## config.mk

```make
export PLATFORM = sky130hd
export DESIGN_NAME = shift_pipe
export DESIGN_NICKNAME = d
export VERILOG_FILES = /design/src/rtl/shift_pipe_pkg.sv /design/src/rtl/shift_pipe_stage.sv /design/src/rtl/shift_pipe.sv
export SDC_FILE = /design/constraint.sdc
export NUM_CORES = 1
export LEC_CHECK = 0
export CORE_ASPECT_RATIO = 1.75
export CORE_UTILIZATION = 35
export DETAILED_ROUTE_END_ITERATION = 8
export PLACE_DENSITY = 0.62
export SLEW_MARGIN = 20
export SYNTH_ARGS = -nofsm -noshare
export SYNTH_HDL_FRONTEND = slang
export SYNTH_SLANG_ARGS = --single-unit
export TNS_END_PERCENT = 50
```

## constraint.sdc

```tcl
create_clock -name clk -period 8.4 [get_ports clk]
set_clock_uncertainty 0.05 [all_clocks]
set_input_delay 1.26 -clock clk [delete_from_list [all_inputs] [get_ports clk]]
set_output_delay 1.26 -clock clk [all_outputs]
set_load 0.05 [all_outputs]
```

## src/rtl/shift_pipe_pkg.sv

```systemverilog
// shift_pkg: shared types and helpers for the shift_pipe datapath.
//   op_e                 : shift mode encoding (matches the op port)
//   stage_ctl_t          : fixed-width per-stage control payload
//   shamt_bits_per_stage : shift-amount bits consumed by each pipeline stage
// The value and remaining-shift-amount fields of the stage payload depend
// on module parameters, so they travel beside stage_ctl_t as plain vectors.
package shift_pkg;

   typedef enum logic [1:0] {
      OP_SLL = 2'b00,
      OP_SLA = 2'b01,
      OP_SRL = 2'b10,
      OP_SRA = 2'b11
   } op_e;

   typedef struct packed {
      op_e  op;   // shift mode carried down the pipe
      logic ovf;  // sticky signed-overflow flag
      logic neg;  // sign of the original operand, picks the saturation rail
   } stage_ctl_t;

   // Shift-amount bits handled per stage, LSBs first.
   function automatic int shamt_bits_per_stage(input int shamt_width, input int stages);
      return (shamt_width + stages - 1) / stages;
   endfunction

endpackage

```

## src/rtl/shift_pipe_stage.sv

```systemverilog
// shift_stage: one pipeline stage of shift_pipe.
// Applies shift-amount bits [LO +: NBITS] to the partial value, accumulates
// sticky overflow for left shifts, and registers the result behind a
// valid/ready slice. The LAST stage also applies SLA saturation.
// Ports:
//   clk, rst_n            clock, asynchronous active-low reset
//   vld_i / adv_o         upstream valid / this stage can load (ready)
//   val_i, shamt_i, ctl_i payload from the previous stage
//   vld_o / nxt_adv_i     registered valid / downstream stage advances
//   val_o, shamt_o, ctl_o registered payload
module shift_stage
   import shift_pkg::*;
#(
   parameter int RES_WIDTH   = 32,
   parameter int SHAMT_WIDTH = 6,
   parameter int LO          = 0,
   parameter int NBITS       = 1,
   parameter bit LAST        = 1'b0
) (
   input  logic                   clk,
   input  logic                   rst_n,
   input  logic                   vld_i,
   output logic                   adv_o,
   input  logic [RES_WIDTH-1:0]   val_i,
   input  logic [SHAMT_WIDTH-1:0] shamt_i,
   input  stage_ctl_t             ctl_i,
   output logic                   vld_o,
   input  logic                   nxt_adv_i,
   output logic [RES_WIDTH-1:0]   val_o,
   output logic [SHAMT_WIDTH-1:0] shamt_o,
   output stage_ctl_t             ctl_o
);

   logic                   vld_q;
   logic [RES_WIDTH-1:0]   val_q, val_d;
   logic [SHAMT_WIDTH-1:0] shamt_q, shamt_d;
   stage_ctl_t             ctl_q, ctl_d;
   logic                   left;
   logic signed [RES_WIDTH-1:0] top;

   always_comb begin
      val_d   = val_i;
      shamt_d = shamt_i;
      ctl_d   = ctl_i;
      top     = '0;
      left    = (ctl_i.op == OP_SLL) || (ctl_i.op == OP_SLA);
      for (int j = 0; j < SHAMT_WIDTH; j++) begin
         if (j >= LO && j < LO + NBITS && shamt_i[j]) begin
            shamt_d[j] = 1'b0;
            if ((longint'(1) << j) >= longint'(RES_WIDTH)) begin
               // Whole word shifted out: any nonzero value overflows left.
               if (left) begin
                  ctl_d.ovf = ctl_d.ovf | (|val_d);
               end
               val_d = (ctl_i.op == OP_SRA) ? {RES_WIDTH{val_d[RES_WIDTH-1]}} : '0;
            end else if (left) begin
               // The value stays representable only if the bits shifted out
               // and the new sign bit all equal the current sign.
               top = $signed(val_d) >>> (RES_WIDTH - 1 - (1 << j));
               if (!((&top) || !(|top))) begin
                  ctl_d.ovf = 1'b1;
               end
               val_d = val_d << (1 << j);
            end else if (ctl_i.op == OP_SRA) begin
               val_d = $signed(val_d) >>> (1 << j);
            end else begin
               val_d = val_d >> (1 << j);
            end
         end
      end
      if (LAST && ctl_i.op == OP_SLA && ctl_d.ovf) begin
         val_d = ctl_i.neg ? {1'b1, {(RES_WIDTH-1){1'b0}}} : {1'b0, {(RES_WIDTH-1){1'b1}}};
      end
   end

   assign adv_o = !vld_q || nxt_adv_i;

   always_ff @(posedge clk or negedge rst_n) begin
      if (!rst_n) begin
         vld_q   <= 1'b0;
         val_q   <= '0;
         shamt_q <= '0;
         ctl_q   <= '0;
      end else if (adv_o) begin
         vld_q <= vld_i;
         // Payload only loads with a real operation, so an idle pipe
         // leaves the last result on the outputs.
         if (vld_i) begin
            val_q   <= val_d;
            shamt_q <= shamt_d;
            ctl_q   <= ctl_d;
         end
      end
   end

   assign vld_o   = vld_q;
   assign val_o   = val_q;
   assign shamt_o = shamt_q;
   assign ctl_o   = ctl_q;

endmodule

```

## src/rtl/shift_pipe.sv

```systemverilog
// shift_pipe: pipelined signed shifter with valid/ready handshakes.
// Modes SLL, SLA (saturating), SRL, SRA by a runtime amount, signed
// overflow reporting on left shifts, latency STAGES, one op per cycle.
// Ports:
//   clk, rst_n          clock, asynchronous active-low reset
//   arg_vld / arg_rdy   input handshake
//   a, shamt, op        operand, shift amount, mode
//   res_vld / res_rdy   output handshake
//   res, overflow       result and overflow flag (qualified by res_vld)
module shift_pipe
   import shift_pkg::*;
#(
   parameter int ARG_WIDTH   = 32,
   parameter int RES_WIDTH   = ARG_WIDTH,
   parameter int SHAMT_WIDTH = $clog2(RES_WIDTH) + 1,
   parameter int STAGES      = 2
) (
   input  logic                   clk,
   input  logic                   rst_n,
   input  logic                   arg_vld,
   output logic                   arg_rdy,
   input  logic [ARG_WIDTH-1:0]   a,
   input  logic [SHAMT_WIDTH-1:0] shamt,
   input  logic [1:0]             op,
   output logic                   res_vld,
   input  logic                   res_rdy,
   output logic [RES_WIDTH-1:0]   res,
   output logic                   overflow
);

   localparam int BPS = shamt_bits_per_stage(SHAMT_WIDTH, STAGES);

   if (RES_WIDTH < ARG_WIDTH) begin : g_bad_width
      $error("shift_pipe: RES_WIDTH must be >= ARG_WIDTH");
   end
   if (STAGES < 1 || STAGES > SHAMT_WIDTH) begin : g_bad_stages
      $error("shift_pipe: STAGES must be in 1..SHAMT_WIDTH");
   end

   // Element k feeds stage k; element STAGES is the pipe output.
   logic                   vld_w   [0:STAGES];
   logic                   adv_w   [0:STAGES];
   logic [RES_WIDTH-1:0]   val_w   [0:STAGES];
   logic [SHAMT_WIDTH-1:0] shamt_w [0:STAGES];
   stage_ctl_t             ctl_w   [0:STAGES];
   logic                   unused_tail;

   // SRL works on the unsigned bit pattern; the other modes on the signed value.
   assign val_w[0]   = (op_e'(op) == OP_SRL) ? RES_WIDTH'(a) : RES_WIDTH'($signed(a));
   assign vld_w[0]   = arg_vld;
   assign shamt_w[0] = shamt;
   assign ctl_w[0]   = '{op: op_e'(op), ovf: 1'b0, neg: a[ARG_WIDTH-1]};
   assign adv_w[STAGES] = res_rdy;
   assign arg_rdy       = adv_w[0];

   for (genvar gi = 0; gi < STAGES; gi++) begin : g_stage
      shift_stage #(
         .RES_WIDTH   (RES_WIDTH),
         .SHAMT_WIDTH (SHAMT_WIDTH),
         .LO          (gi * BPS),
         .NBITS       (BPS),
         .LAST        (gi == STAGES - 1)
      ) u_stage (
         .clk       (clk),
         .rst_n     (rst_n),
         .vld_i     (vld_w[gi]),
         .adv_o     (adv_w[gi]),
         .val_i     (val_w[gi]),
         .shamt_i   (shamt_w[gi]),
         .ctl_i     (ctl_w[gi]),
         .vld_o     (vld_w[gi+1]),
         .nxt_adv_i (adv_w[gi+1]),
         .val_o     (val_w[gi+1]),
         .shamt_o   (shamt_w[gi+1]),
         .ctl_o     (ctl_w[gi+1])
      );
   end

   assign res_vld  = vld_w[STAGES];
   assign res      = val_w[STAGES];
   assign overflow = ctl_w[STAGES].ovf;

   // Fields that have no consumer past the final stage.
   assign unused_tail = ^{shamt_w[STAGES], ctl_w[STAGES].op, ctl_w[STAGES].neg};

endmodule
```

==> impl_metrics.tcl, run 1 <==
set metrics [dict create \
    status "finished, final reports clean" \
    drive_gt1_share_pct 5.52 \
    cellPowerDensity_mw_per_mm2 237 \
    hpwl_mm 15.1 \
    crit_family "buffers and inverters" \
    required_ns 7.09 \
    r2r_cells 10 \
    cpMostUsedCell "clkdlybuf4s50_1" \
    cts_tree "done" \
    ant_nets 0 \
    synth-edff-count 0 \
    grt_max_degree 100 \
    die_area_mm2 0.0194 \
    setup_tns_ns 0 \
    comb_power_share_pct 45.0 \
    routed_via_density 5.59 \
    cap_violations 0 \
    switchingPower_w 0.000765 \
    overflow 0 \
    min_period_ns 4.02 \
    cp.arrival_ns 2.71 \
    grt_usage_pct 21.2 \
    r2r_end "g_stage[1].u_stage.val_o[3]" \
    initial_core_util_pct 35.6 \
    leakagePower_nw 3.14 \
    vias 6396 \
    crit_slowest_cell "clkdlybuf4s50_1" \
    dr.pass1.iters 5 \
    ios 79 \
    worst_pin_slew_ns 1.05 \
    internal-power_w 0.00107 \
    hold_buffers 0 \
    synth_seq_area_share_pct 28.1 \
    htree_levels 3 \
    place_ws_ns 4.33 \
    yosysMostFrequentCell "nor2_1" \
    nets 945 \
    slew_headroom_pct 30.1 \
    drc_errors 0 \
    antenna_found_initial 0 \
    synthFlopType "dfrtp_1" \
    ys_ff_latch 74 \
    synth.top_cell.area_share_pct 28.1 \
    p_seq_share_pct 29.2 \
    synth_common_cells "nor2_1 (120), a21oi_1 (108), o21ai_0 (86), mux2i_1 (81), nand2_1 (76)" \
    syn-num-nets 926 \
    setup_viol 0 \
    grt_pass1_wl_mm 32.7 \
    wirelength_mm 19.8 \
    worstSetupEndpointType "output pin" \
    fin_ws_ns 4.38 \
    cp_max_fo 4 \
    p_clk_share_pct 25.8 \
    synth_cells 882 \
    slowest_delay_ns 0.82 \
    cts_buffer_depth 2 \
    wl_per_cell_um 17.3 \
    yosys-top-cells-area "dfrtp_1 (28%), mux2i_1 (12%), a21oi_1 (8.2%)" \
    clock_sinks 74 \
    clock_latency_ns 0.34 \
    yosysTopAreaCell "dfrtp_1" \
    area_delta_synth_final_pct 17.8 \
    cts_root_buf "clkbuf_16" \
    ir_worst_vdd_uv 146 \
    async_reset_ff_share_pct 100 \
    ys_warn_count 0 \
    max_freq_mhz 249 \
    critical_path_class "primary input to output pin" \
    worstPathBufferInverterCount 2 \
    fp.dieH_um 183 \
    slew_viol_final 0 \
    ys_types 62 \
    critPathLaunchType "primary input" \
    min_delay_worst_endpoint "g_stage[1].u_stage.val_o[9]" \
    r2r-start "g_stage[0].u_stage.shamt_o[3]" \
    crit_chain "clkdlybuf4s50_1 -> nand3b_1 -> clkdlybuf4s50_1" \
    period_share_pct 47.9 \
    io_buffer_count 78 \
    hold_viol 0 \
    grt_pass1_vias 6187 \
    hp-start "g_stage[1].u_stage.val_o[9]" \
    drt_iter0_markers 357 \
    fp.dieW_um 106 \
    clk_pin_slew_ns 0.06 \
    post_cts_buffers 0 \
    gp_congestion 0.968 \
    cts_resized 0 \
    rows 66 \
    cts_inserted_buffers 9 \
    swShare_pct 41.7 \
    avgSynthCellArea_um2 7.46 \
    placeableCoreArea_mm2 0.0185 \
    rsz0062_at_grt "false" \
    holdPathStages 1 \
    reg2reg_slack_ns 4.41 \
    num_antenna_cells 0 \
    synth.cell_area_mm2 0.00658 \
    hp-class "register to register" \
]
==> routing by layer <==
layer | GRT usage [%] | routed length, um | vias up
met1 | 23.9 | 7840 | 2878
met3 | 2.74 | 672 | 51
met2 | 38.5 | 10400 | 193
met4 | 10.9 | 861 | 0
met5 | 0 | 0 | -
li1 | - | - | 3274
==> metrics by stage <==
step	utilization, %	instance area [um^2]	total power [W]	hold WS, ns	instances
finish	41.9	7750	0.00183	0.449	1144
global route	41.9	7750	0.00194	0.470	1144
CTS	41.7	7720	0.00184	0.455	1143
detailed placement	39.8	7350	0.00137	0.443	1127
global placement	39.8	7350	0.00136	0.426	1127
floorplan	-	6580	0.00110	0.400	882
==> power groups by stage <==
stage          clock [W]  combinational [W]  sequential [W]
3_5_place_dp           0           0.000824        0.000542
5_1_grt         0.000500           0.000895        0.000550
6_report        0.000473           0.000826        0.000536
4_1_cts         0.000483           0.000825        0.000536
3_3_place_gp           0           0.000819        0.000540
2_1_floorplan          0           0.000422        0.000679
==> sequential cells by signal, summed over array words and instances, names as in the netlist <==
signal / count
g_stage.u_stage.ctl_o: 5
g_stage.u_stage.shamt_o: 3
g_stage.u_stage.val_o: 64
g_stage.u_stage.vld_o: 2
==> placed cells by master (no fill, tap or decap), types with 6 or more instances in the layout <==
cell type and instances:
inv_1 9, mux2_2 7, a31oi_1 13, nand2b_1 19, o21ai_1 24, nand3_1 12, nor3_1 9, a211oi_1 6
o21ai_0 86, a22o_1 32, a21oi_1 108, nor2_1 120, nand4_1 6, o211ai_1 12, clkbuf_16 9, clkdlybuf4s50_1 74
o22a_1 7, nor4_1 6, nor2b_1 15, nand2_1 75, o21a_1 7, o22ai_1 9, a22oi_1 8, dfrtp_1 72
buf_4 11, mux2i_1 81
==> worst max-delay path by stage <==
stage / startpoint / to / slack, ns / cells past startpoint
2_1_floorplan: op[1] / g_stage[0].u_stage.val_o[7] / 4.95 / 7
3_3_place_gp: shamt[0] / g_stage[0].u_stage.val_o[18] / 4.34 / 10
3_5_place_dp: op[1] / g_stage[0].u_stage.ctl_o[1] / 4.33 / 10
4_1_cts: res_rdy / arg_rdy / 4.36 / 3
5_1_grt: g_stage[0].u_stage.shamt_o[3] / g_stage[1].u_stage.val_o[31] / 4.12 / 10
6_report: res_rdy / arg_rdy / 4.38 / 3
==> cell type report <==
type,count,area [um^2]
clock inverters,5,125
multi-input cells,716,4330
clock buffers,11,243
inverters,11,41.3
flip-flops and latches,74,1850
well taps,238,298
fillers,1979,10700
repair buffers,89,866
==> cells by family (layout without fill, tap and decap cells) <==
| group | Yosys count | count (layout) | share of synthesized area (%) |
|---|---|---|---|
| AOI/OAI and AO/OA | 347 | 347 | 32.6 |
| and+or+nand+nor | 278 | 278 | 18.8 |
| buffers and inverters | 92 | 116 | 6.16 |
| muxes | 90 | 90 | 14.2 |
| DFF | 74 | 74 | 28.1 |
| xor gates and xnor gates | 1 | 1 | 0.133 |
(Power assumes the default switching activity.)
==> inputs of run 2 (changes only) <==
- PLACE_DENSITY: 0.62 -> 0.64
- clock period: 8.4 -> 3.4 ns (I/O delays scaled with it)
==> run 2 against run 1 <==
Against the previous run: clock power increased by 140%; combinational power grew to 2.7 times the previous value; wire length grew 12%; via count is 5.4% higher; worst hold slack worse by 0.26 ns.
==> impl_metrics.tcl, run 2 (same netlist as run 1, synthesis figures left out) <==
set metrics [dict create \
    rsz0062_at_grt "false" \
    routed_via_density 5.67 \
    cts_inserted_buffers 9 \
    cp.arrival_ns 3.45 \
    ios 79 \
    worstSetupEndpointType "register" \
    drive_gt1_share_pct 9.78 \
    drc_errors 0 \
    overflow 0 \
    worst_pin_slew_ns 0.784 \
    htree_levels 3 \
    num_antenna_cells 0 \
    grt_pass1_wl_mm 35.4 \
    clock_latency_ns 0.34 \
    required_ns 3.58 \
    ir_worst_vdd_uv 352 \
    hold_viol 0 \
    setup_viol 0 \
    initial_core_util_pct 35.6 \
    area_delta_synth_final_pct 23.9 \
    final_common_cell "nor2_1" \
    fin_ws_ns 0.127 \
    final_cell_mix "nor2_1 (120), a21oi_1 (108), o21ai_0 (86), mux2i_1 (81), nand2_1 (76)" \
    cp_max_fo 30 \
    clock_sinks 74 \
    fp.dieW_um 106 \
    grt_max_degree 52 \
    place_ws_ns 0.177 \
    hold_buffers 0 \
    cellPowerDensity_mw_per_mm2 577 \
    hp-class "primary input to async pin" \
    critPathLaunchType "register" \
    r2r_end "g_stage[1].u_stage.val_o[19]" \
    vias 6744 \
    rows 66 \
    grt_pass1_vias 6569 \
    dr.pass1.iters 5 \
    die_area_mm2 0.0194 \
    hpwl_mm 17.6 \
    cts_root_buf "clkbuf_16" \
    reg2reg_slack_ns 0.13 \
    grt_usage_pct 23.4 \
    crit_chain "buf_12 -> buf_4 -> a21oi_1 -> nand4_1 -> or4_1 -> nor2_1 -> nor2_1 -> o31ai_2 -> buf_12 -> o21ai_0 -> a22o_1" \
    fp.dieH_um 183 \
    antenna_found_initial 0 \
    critical_path_class "register to register" \
    wl_per_cell_um 18.6 \
    min_period_ns 3.27 \
    period_share_pct 96.3 \
    cts_resized 0 \
    gp_congestion 0.973 \
    r2r-start "g_stage[0].u_stage.shamt_o[3]" \
    clk_pin_slew_ns 0.06 \
    cts_tree "done" \
    cap_violations 0 \
    io_buffer_count 78 \
    ant_nets 0 \
    crit_slowest_cell "or4_1" \
    cts_buffer_depth 2 \
    drt_iter0_markers 334 \
    status "finished, final reports clean" \
    post_cts_buffers 0 \
    slowest_delay_ns 0.54 \
    wirelength_mm 22.1 \
    r2r_cells 11 \
    largest_reg_flops 64 \
    setup_tns_ns 0 \
    placeableCoreArea_mm2 0.0185 \
    max_freq_mhz 306 \
    leakagePower_nw 3.37 \
    nets 990 \
    slew_viol_final 0 \
    slew_headroom_pct 47.7 \
]
==> run 2: cell types whose count changed in the layout (fill, tap and decap cells not counted), sizes merged <==
cell / delta
clkinv: -1
buf: +45
bufinv: -1
clkinvlp: +1
clkbuf: +1
==> run 2: power breakdown <==
| group | switching, W | leakage [nW] | total (W) | internal (W) |
|---|---|---|---|---|
| logic | 0.00139 | 2.29 | 0.00227 | 0.000882 |
| clock network | 0.000360 | 0.169 | 0.00112 | 0.000757 |
| registers | 0.000228 | 0.913 | 0.00131 | 0.00108 |
==> run 2: worst max-delay path: cells and delay by family (launching register included) <==
kind / cells / cell delay (ns)
compound gates: 4 / 1.04
simple gates: 4 / 0.94
buf+inv: 3 / 0.59
flops: 1 / 0.51
==> run 2: final cells by class <==
| type | instances | area, um^2 |
|---|---|---|
| multi-input cells | 716 | 4320 |
| clock inverters | 4 | 97.6 |
| clock buffers | 12 | 256 |
| fillers | 1969 | 10300 |
| well taps | 238 | 298 |
| flip-flops and latches | 74 | 1850 |
| inverters | 11 | 41.3 |
| repair buffers | 134 | 1280 |
==> run 2: per-stage QoR <==
step | power [W] | area (um^2) | instances | hold slack [ns] | util [%]
finish | 0.00470 | 8150 | 1189 | 0.189 | 44.1
floorplan | 0.00272 | 6580 | 882 | 0.164 | -
detailed placement | 0.00359 | 7800 | 1173 | 0.443 | 42.2
CTS | 0.00471 | 8150 | 1189 | 0.216 | 44.1
global route | 0.00496 | 8150 | 1189 | 0.250 | 44.1
global placement | 0.00358 | 7800 | 1173 | 0.437 | 42.2
==> run 2: worst max path at each step <==
stage / startpoint / end / slack (ns) / depth (start not counted)
floorplan: g_stage[0].u_stage.val_o[31] / g_stage[1].u_stage.val_o[10] / 0.60 / 12
global placement: g_stage[0].u_stage.val_o[4] / g_stage[1].u_stage.val_o[10] / 0.25 / 10
detailed placement: g_stage[0].u_stage.val_o[4] / g_stage[1].u_stage.val_o[11] / 0.18 / 10
CTS: g_stage[0].u_stage.ctl_o[3] / g_stage[1].u_stage.val_o[24] / 0.16 / 11
global route: g_stage[0].u_stage.ctl_o[3] / g_stage[1].u_stage.val_o[19] / 0.002 / 11
finish: g_stage[0].u_stage.shamt_o[3] / g_stage[1].u_stage.val_o[19] / 0.13 / 11
==> run 2: metal layers <==
metal | track usage [%] | vias to the layer above | routed length (um)
li1 | - | 3357 | -
met1 | 24.9 | 3109 | 8430
met2 | 44.2 | 210 | 11900
met3 | 2.42 | 68 | 733
met4 | 13.5 | 0 | 1100
met5 | 0 | - | 0
